$ cat config.mk
export PLATFORM = sky130hd
export DESIGN_NAME = multicycle_ifetch
export DESIGN_NICKNAME = d
export VERILOG_FILES = /design/src/rtl/minisys_pkg.sv /design/src/rtl/ifetch_next_pc.sv /design/src/rtl/multicycle_ifetch.sv
export SDC_FILE = /design/constraint.sdc
export NUM_CORES = 1
export LEC_CHECK = 0
export ABC_AREA = 1
export CORE_MARGIN = 3
export CORE_UTILIZATION = 47
export CTS_CLUSTER_DIAMETER = 60
export DETAILED_ROUTE_END_ITERATION = 6
export GPL_TIMING_DRIVEN = 0
export PLACE_DENSITY = 0.78
export SLEW_MARGIN = 5
export SYNTH_ARGS = -nofsm -noshare
export SYNTH_HDL_FRONTEND = slang
export SYNTH_SLANG_ARGS = --single-unit
export TNS_END_PERCENT = 1
$ cat constraint.sdc
create_clock -name clock -period 4.55 [get_ports clock]
set_clock_uncertainty 0.2 [all_clocks]
set_input_delay 0.6825 -clock clock [delete_from_list [all_inputs] [get_ports clock]]
set_output_delay 0.6825 -clock clock [all_outputs]
set_load 0.02 [all_outputs]
$ cat src/rtl/minisys_pkg.sv
// Shared definitions for the Minisys-1A multicycle CPU: PC-write codes,
// instruction-fetch FSM encodings and default reset/exception addresses.
package minisys_pkg;

  // Wpc codes driven by the controller
  localparam logic [1:0] WPC_HOLD   = 2'b00;
  localparam logic [1:0] WPC_INC    = 2'b01;
  localparam logic [1:0] WPC_JUMP   = 2'b10;
  localparam logic [1:0] WPC_BRANCH = 2'b11;

  // Instruction-fetch FSM
  typedef enum logic [1:0] {
    F_IDLE  = 2'b00,  // fetch buffer empty, request goes out next cycle
    F_WAIT  = 2'b01,  // request outstanding on the imem port
    F_VALID = 2'b10   // fetch buffer holds the word for the current pc
  } fetch_state_t;

  localparam logic [31:0] RESET_PC_DEFAULT   = 32'h0000_0000;
  localparam logic [31:0] EXC_VECTOR_DEFAULT = 32'h0000_F000;

endpackage

$ cat src/rtl/ifetch_next_pc.sv
// Next-PC selection for the fetch unit: exception, eret, stall and the
// controller's Wpc code, in that order of priority.
module ifetch_next_pc
  import minisys_pkg::*;
#(
  parameter logic [31:0] EXC_VECTOR = EXC_VECTOR_DEFAULT
) (
  input  logic [31:0] pc,
  input  logic [25:0] instr_index,  // low 26 bits of IR (jump index / branch imm)
  input  logic [1:0]  wpc,
  input  logic        jrn,
  input  logic [31:0] reg_rs,
  input  logic        exc_req,
  input  logic        eret_req,
  input  logic [31:0] epc,
  input  logic        ir_stall,
  output logic [31:0] next_pc
);

  logic [31:0] branch_off;

  // Sign-extended word offset; pc already points past the branch.
  assign branch_off = {{14{instr_index[15]}}, instr_index[15:0], 2'b00};

  // Priority mux for the PC value written at the next edge
  always_comb begin
    // NOTE: default assignment first so every path drives next_pc and no latch is inferred.
    next_pc = pc;
    if (exc_req) begin
      next_pc = EXC_VECTOR;
    end else if (eret_req) begin
      next_pc = epc & 32'hFFFF_FFFC;
    end else if (!ir_stall) begin
      unique case (wpc)
        WPC_INC:    next_pc = pc + 32'd4;
        WPC_JUMP:   next_pc = jrn ? (reg_rs & 32'hFFFF_FFFC)
                                  : {pc[31:28], instr_index, 2'b00};
        WPC_BRANCH: next_pc = pc + branch_off;
        default:    next_pc = pc;
      endcase
    end
  end

endmodule

$ cat src/rtl/multicycle_ifetch.sv
// Instruction-fetch / PC unit of the Minisys-1A multicycle CPU. Owns PC, IR
// and the link address, and fetches from instruction memory over req/ready.
module multicycle_ifetch
  import minisys_pkg::*;
#(
  parameter logic [31:0] RESET_PC   = RESET_PC_DEFAULT,
  parameter logic [31:0] EXC_VECTOR = EXC_VECTOR_DEFAULT
) (
  input  logic        clock,
  input  logic        reset,
  input  logic [1:0]  Wpc,
  input  logic        Wir,
  input  logic        Jrn,
  input  logic [31:0] reg_rs,
  input  logic        exc_req,
  input  logic        eret_req,
  input  logic [31:0] epc,
  output logic        imem_req,
  output logic [31:0] imem_addr,
  input  logic        imem_ready,
  input  logic [31:0] imem_rdata,
  output logic [31:0] Instruction,
  output logic [31:0] pc,
  output logic [31:0] link_addr,
  output logic        ir_stall
);

  fetch_state_t state, state_nxt;
  logic         stale;      // pc moved while the request was in flight
  logic [31:0]  req_addr;   // address of the outstanding request
  logic [31:0]  fetch_buf;
  logic [31:0]  next_pc;
  logic [31:0]  ir_word;
  logic         ir_ready;
  logic         pc_change;

  // A word for the current pc is usable now: buffered, or arriving fresh.
  assign ir_ready  = (state == F_VALID) ||
                     ((state == F_WAIT) && imem_ready && !stale);
  assign ir_word   = (state == F_VALID) ? fetch_buf : imem_rdata;
  assign ir_stall  = Wir && !ir_ready;
  assign pc_change = (next_pc != pc);

  ifetch_next_pc #(.EXC_VECTOR(EXC_VECTOR)) u_next_pc (
    .pc          (pc),
    .instr_index (Instruction[25:0]),
    .wpc         (Wpc),
    .jrn         (Jrn),
    .reg_rs      (reg_rs),
    .exc_req     (exc_req),
    .eret_req    (eret_req),
    .epc         (epc),
    .ir_stall    (ir_stall),
    .next_pc     (next_pc)
  );

  // Fetch FSM state register
  always_ff @(posedge clock or posedge reset) begin
    // NOTE: sequential state is assigned with <= so all registers update from pre-edge values.
    if (reset) state <= F_IDLE;
    else       state <= state_nxt;
  end

  // Fetch FSM transitions; a moved pc invalidates any word for the old one
  always_comb begin
    state_nxt = state;
    unique case (state)
      F_IDLE:  state_nxt = F_WAIT;
      F_WAIT:  if (imem_ready) state_nxt = (stale || pc_change) ? F_IDLE : F_VALID;
      F_VALID: if (pc_change)  state_nxt = F_IDLE;
      default: state_nxt = F_IDLE;
    endcase
  end

  // Fetch FSM outputs; the address comes from a register so it is stable during F_WAIT
  always_comb begin
    imem_req  = (state == F_WAIT);
    imem_addr = req_addr;
  end

  // Request address and stale tracking
  always_ff @(posedge clock or posedge reset) begin
    if (reset) begin
      req_addr <= RESET_PC;
      stale    <= 1'b0;
    end else begin
      if (state == F_IDLE) req_addr <= next_pc;
      if (state == F_WAIT) begin
        if (imem_ready)     stale <= 1'b0;
        else if (pc_change) stale <= 1'b1;
      end
    end
  end

  // Fetch buffer capture
  always_ff @(posedge clock) begin
    // NOTE: pure datapath storage, left unreset; F_VALID alone says when it is meaningful.
    if ((state == F_WAIT) && imem_ready) fetch_buf <= imem_rdata;
  end

  // Architectural PC, IR and link address
  always_ff @(posedge clock or posedge reset) begin
    if (reset) begin
      pc          <= RESET_PC;
      Instruction <= 32'h0;
      link_addr   <= RESET_PC;
    end else begin
      pc <= next_pc;
      if (Wir && ir_ready) begin
        Instruction <= ir_word;
        link_addr   <= pc + 32'd4;
      end
    end
  end

endmodule

; ---- Word-level counts from Yosys, hierarchy flattened
; Index checks and enable logic that the tools add are counted.
[word_totals]
mem_bits_ro = 0
output_inout_bits = 130
inputBits = 105
latch_bits = 0
regBits = 163
memories = 0
mem_bits_rw = 0
wordCells = 41
[op_classes]
mux = 12
n_div = 0
n_eq_ne = 8
shift = 0
addsub = 2
magnitude_cmp = 0
bitwise_logic = 0
multipliers = 0
reduce_logical = 12
[ops]
columns = op, count
row1 = 2-to-1 mux 32 bit, 5
row2 = case mux 32 bit (3 select lines), 1
row3 = "adder 32 x 3 -> 32 bit, second input constant", 1
row4 = adder 32 bit, 1
row5 = inequality test 32 bit, 1
row6 = "== test 2 bit, second input constant", 3
row7 = 2-to-1 mux 2 bit, 3
row8 = case mux 2 bit (3 select lines), 1
row9 = "== test 2 x 1 -> 1 bit, second input constant", 2
row10 = logical AND 1 bit, 4
row11 = AND reduction 2 bit, 2
row12 = zero test 1 bit, 2
row13 = zero test 2 bit, 1
row14 = logical OR 1 bit, 2
row15 = 2-to-1 mux 1 bit, 2
row16 = "inequality test 2 x 1 -> 1 bit, second input constant", 1
row17 = "inequality test 2 bit, second input constant", 1
row18 = nonzero test 2 bit, 1

; ---- Longest topological paths before layout
[logic_depth]
depth_word = 14
ltp_mapped = 24
depth_no_buf = 24

; ---- Modules after synthesis
; A second synthesis with hierarchy kept.
[hier_totals]
cells_unflattened = 1476
hier_area_um2 = 10418.7
[by_module_without_submodules]
columns = mod, area_per_inst_um2, seq_area_each_um2, n_inst, cells_each
row1 = multicycle_ifetch, 7053.0, 4239.1, 1, 749
row2 = ifetch_next_pc, 3365.7, 0.0, 1, 727

; ---- Least setup slack after synthesis
; OpenSTA, ideal clock, no wires.
[synth_path]
kind = in2reg
startpoint = input port imem_ready
endpoint = register stale
arrival_ps = 2993
required_time_ps = 4229
path_slack_ps = 1236
setup_time_ps = 121
cell_stages = 18
path_buffers = 1
path_cell_list = inv_1 -> nor2_2 -> a21oi_2 -> nand2_2 -> nand2_4 -> inv_4 -> buf_6 -> o21ai_2 -> o211ai_2 -> nand2_1 -> nand2_1 -> nand4_1 -> nor2_1 -> nand3_1 -> nor2_1 -> nand3_1 -> nand2_1 -> nand2_1
[synth_between]
elab_chain_len = 11
word_cells_on_any_way = 12
classes_between = eq/ne (1) / mux (4) / reduce/logical (7)
[synth_rtl]
columns = element, line_no
row1 = start: declaration, multicycle_ifetch.sv:20  ; input logic imem_ready,
row2 = logical AND 1 bit (2 in a row), multicycle_ifetch.sv:39  ; ((state == F_WAIT) && imem_ready && !stale);
row3 = logical OR 1 bit, multicycle_ifetch.sv:38  ; assign ir_ready = (state == F_VALID) ||
row4 = zero test 1 bit, multicycle_ifetch.sv:41  ; assign ir_stall = Wir && !ir_ready;
row5 = logical AND 1 bit, multicycle_ifetch.sv:41
row6 = 2-to-1 mux 32 bit, ifetch_next_pc.sv:33  ; end else if (!ir_stall) begin
row7 = 2-to-1 mux 32 bit, ifetch_next_pc.sv:31  ; end else if (eret_req) begin
row8 = 2-to-1 mux 32 bit, ifetch_next_pc.sv:29  ; if (exc_req) begin
row9 = inequality test 32 bit, multicycle_ifetch.sv:42  ; assign pc_change = (next_pc != pc);
row10 = nonzero test 2 bit (no line), --
row11 = AND reduction 2 bit (no line), --
row12 = end signal: assignment, multicycle_ifetch.sv:85  ; stale <= 1'b0;
row13 = end signal: assignment, multicycle_ifetch.sv:89  ; if (imem_ready) stale <= 1'b0;
row14 = end signal: assignment, multicycle_ifetch.sv:90  ; else if (pc_change) stale <= 1'b1;
row15 = end: declaration, multicycle_ifetch.sv:29  ; logic stale;
; Several ways; a longest one is shown, not always the timed one.
; A chain may end at the register's enable or synchronous reset.

; ---- Worst setup path in the final report
[layout_path]
startpoint = register pc[2]
endpoint = register stale
[layout_between]
elab_chain_len = 8
word_cells_on_any_way = 9
classes_between = add/sub (2) / eq/ne (1) / mux (4) / reduce/logical (2)
[layout_rtl]
columns = element, line_no
row1 = start: declaration, multicycle_ifetch.sv:23  ; output logic [31:0] pc,
row2 = start signal: assignment, multicycle_ifetch.sv:108  ; pc <= next_pc;
row3 = adder 32 bit / adder 32 x 3 -> 32 bit (equally long branches), "ifetch_next_pc.sv:38, ifetch_next_pc.sv:35"
row4 = case mux 32 bit (3 select lines), ifetch_next_pc.sv:34  ; unique case (wpc)
row5 = 2-to-1 mux 32 bit, ifetch_next_pc.sv:33
row6 = 2-to-1 mux 32 bit, ifetch_next_pc.sv:31
row7 = 2-to-1 mux 32 bit, ifetch_next_pc.sv:29
row8 = inequality test 32 bit *, multicycle_ifetch.sv:42
row9 = nonzero test 2 bit (no line) *, --
row10 = AND reduction 2 bit (no line) *, --
; Mark *: on every way between the ends. The rest lies on a longest branch, timed or not.

==> impl_metrics.env <==
export IMPL_synthDistinctLibCells=40
export IMPL_final_cells=2258
export IMPL_syn_num_nets=1820
export IMPL_final_max_slew_violation_count=0
export IMPL_antenna_found_initial=0
export IMPL_synth_avg_cell_area_um2=6.559
export IMPL_crit_type="register to register"
export IMPL_rsz0062_at_grt="no"
export IMPL_root_buffer="clkbuf_16"
export IMPL_viasPerCell=5.422
export IMPL_synthTopCellsByArea="dfrtp_1 (30%), nand2_1 (22%), edfxtp_1 (8.7%), nor2_1 (7.5%), inv_1 (6.7%)"
export IMPL_preCtsSetupSlack_ns=0.1320
export IMPL_cts_max_path_buffers=2
export IMPL_holdBufCountCts=0
export IMPL_relSlewSlack_pct=38.34
export IMPL_htree_levels=4
export IMPL_power_density_nw_per_um2=411.6
export IMPL_synth_top_cell_area_share_pct=29.68
export IMPL_vdd_ir_drop_max_uv=271.9
export IMPL_drt_total_wl_um=43900
export IMPL_boundaryPins=235
export IMPL_dieArea_um2=25380
export IMPL_status="finished, final reports clean"
export IMPL_synth_area_um2=11050
export IMPL_fin_crit_sh_pct=89.60
export IMPL_rr_worst_depth=23
export IMPL_initial_core_util_pct=48.35
export IMPL_place_gp_congestion=0.9846
export IMPL_fp_row_count=55
export IMPL_drc=0
export IMPL_die_w_um=159.3
export IMPL_worst_slew_pin_slew_ns=0.9228
export IMPL_setup_tns_ns=0
export IMPL_grt_pass1_vias=11940
export IMPL_firstDrtPassIters=5
export IMPL_hold_violations=0
export IMPL_numCtsBuffers=17
export IMPL_drtIter0Drc=1251
export IMPL_ant_nets=0
export IMPL_fmax_mhz=245.3
export IMPL_cts_tree="yes"
export IMPL_drive_above_1_share_pct=4.319
export IMPL_period_minus_slack_ns=4.077
export IMPL_postCtsSetupRepairBufs=0
export IMPL_leakagePower_nw=7.004
export IMPL_wire_per_inst_um=19.44
export IMPL_dp_cells=2226
export IMPL_cp_max_fo=9
export IMPL_yosysTopAreaCell="dfrtp_1"
export IMPL_final_nets=2068
export IMPL_grt_usage_pct=34.14
export IMPL_cp_end_kind="register"
export IMPL_numPortBuffers=228
export IMPL_ys_ff_latch=163
export IMPL_core_area_um2=22850
export IMPL_cp_arrival_ns=4.22
export IMPL_critPathLaunchType="register"
export IMPL_synth_warnings=0
export IMPL_required_ns=4.69
export IMPL_whs_ns=0.2843
export IMPL_grt_max_degree=67
export IMPL_drv_cap=0
export IMPL_clk_pin_slew_ns=0.08
export IMPL_grt_overflow=0
export IMPL_min_path_type="register to register"
export IMPL_postCtsResizedCells=0
export IMPL_die_h_um=159.3
export IMPL_grt_pass1_wl_um=66960
export IMPL_finalWorstSetupSlack_ns=0.4731
export IMPL_synth_seq_area_share_pct=38.38
export IMPL_synthToLayoutAreaGrowth_pct=29.84
export IMPL_insertion_delay_ns=0.44
export IMPL_diodes=0
export IMPL_synthCells=1684
export IMPL_hold_path_cell_count=2
export IMPL_vias=12240
export IMPL_hpwl_um=35200
export IMPL_finalSetupViolations=0
export IMPL_cts_sinks=163
state kept, by name, indices dropped and copies added (netlist names):
| name | count |
|---|---|
| pc | 32 |
| imem_addr | 32 |
| stale | 1 |
| fetch_buf | 32 |
| state | 2 |
| Instruction | 32 |
| link_addr | 32 |
placed cells by master, fill, tap and decap left out, types with 3 or more instances in the layout:
cell               n
nand4_1           14
buf_2              8
clkdlybuf4s50_1  228
nor2_4             5
a31oi_1           50
nor3_2             6
xor2_1            18
clkinv_4           3
inv_2              4
inv_1            196
nand3b_1           3
o21ai_0           56
inv_6              3
nand2_2            8
dfrtp_1          131
nor2_2             4
nor2_1           221
ha_1              30
o211ai_2           4
nand3_1          107
a21oi_1           77
buf_1              3
clkbuf_1          39
clkbuf_16         17
inv_8              5
edfxtp_1          32
or2_2              3
nor3_1             6
o211ai_1           3
nand2_1          635
synthesized netlist by cell type, drive strengths merged:
library cell and n:
ha 30, nand4 14, a31oi 50, a21o 1, fa 1, o21a 2, buf 13, inv 202
xor2 18, clkinv 1, nor3 13, o21bai 1, nand3b 3, dfrtp 131, or2 3, o21ai 59
clkbuf 39, edfxtp 32, a21oi 78, nand2 644, nor2 230, o211ai 7, o22ai 1, nand3 109
and2 2
critical path, cell delays in order, from the launching register on:
cell and delay, ns:
dfrtp_1 0.69, ha_1 0.33, inv_1 0.07, fa_1 0.36
inv_1 0.16, nand3_1 0.09, nand3_1 0.17, nand3_1 0.12
nand3_1 0.20, nand2_1 0.12, nand3_1 0.10, nand3_1 0.10
nand2_1 0.10, nand2_1 0.10, nand2_1 0.10, nand2_1 0.10
nand2_1 0.07, nand2_1 0.05, nor2_1 0.11, nand2_1 0.08
nor2_1 0.17, nand3_1 0.22, nand2_1 0.11, nand2_1 0.05
cell families after synthesis:
kind of cell	after synthesis	share of synthesized area (%)
buffers and inverters	255	8.915
XOR/XNOR	18	1.427
adder cells (fa/ha/maj)	31	3.580
AO/OA/AOI/OAI	199	10.09
AND/OR/NAND/NOR	1018	37.61
flip-flops	163	38.38
cell type report:
| type | count | area [um^2] |
|---|---|---|
| fillers | 2181 | 8506 |
| multi-input cells | 1266 | 5827 |
| flip-flops and latches | 163 | 4239 |
| repair buffers | 229 | 2310 |
| inverters | 203 | 769.5 |
| clock buffers | 17 | 425.4 |
| well taps | 313 | 391.6 |
| plain buffers | 52 | 220.2 |
| clock inverters | 15 | 158.9 |
metrics by stage:
stage / area, um^2 / utilization (%) / power [mW]
6_report: 14340 / 62.77 / 5.903
5_1_grt: 14340 / 62.77 / 6.230
4_1_cts: 14340 / 62.77 / 5.870
3_5_place_dp: 13760 / 60.21 / 4.404
3_3_place_gp: 13720 / 60.05 / 4.365
2_1_floorplan: 11050 / - / 3.366
power breakdown:
group	internal [mW]	switching, mW	total [mW]
sequential	1.72	0.301	2.02
clock	0.738	0.734	1.47
combinational	0.949	1.46	2.41
total	3.41	2.50	5.90
routing by layer:
metal | vias up | track usage (%) | wire (um)
met4 | 0 | 15.00 | 1958
met1 | 5624 | 43.88 | 17600
met5 | - | 0 | 0
met3 | 125 | 6.842 | 4114
li1 | 5847 | - | -
met2 | 648 | 56.11 | 20230
worst paths after layout:
| path | startpoint | end | slack [ns] |
|---|---|---|---|
| worst max register to register | pc[2]$_DFF_PP0_ | stale$_DFFE_PP0P_ | 0.47 |
| worst max-delay path | pc[2]$_DFF_PP0_ | stale$_DFFE_PP0P_ | 0.47 |
| worst min register to register | link_addr[8]$_DFFE_PP0P_ | link_addr[8]$_DFFE_PP0P_ | 0.28 |
| min in group asynchronous | reset | imem_addr[0]$_DFFE_PP0P_ | 0.48 |
| worst min-delay path | link_addr[8]$_DFFE_PP0P_ | link_addr[8]$_DFFE_PP0P_ | 0.28 |
| max in group asynchronous | reset | pc[29]$_DFF_PP0_ | 2.92 |
Note: power is estimated with default switching activity, not from simulation.
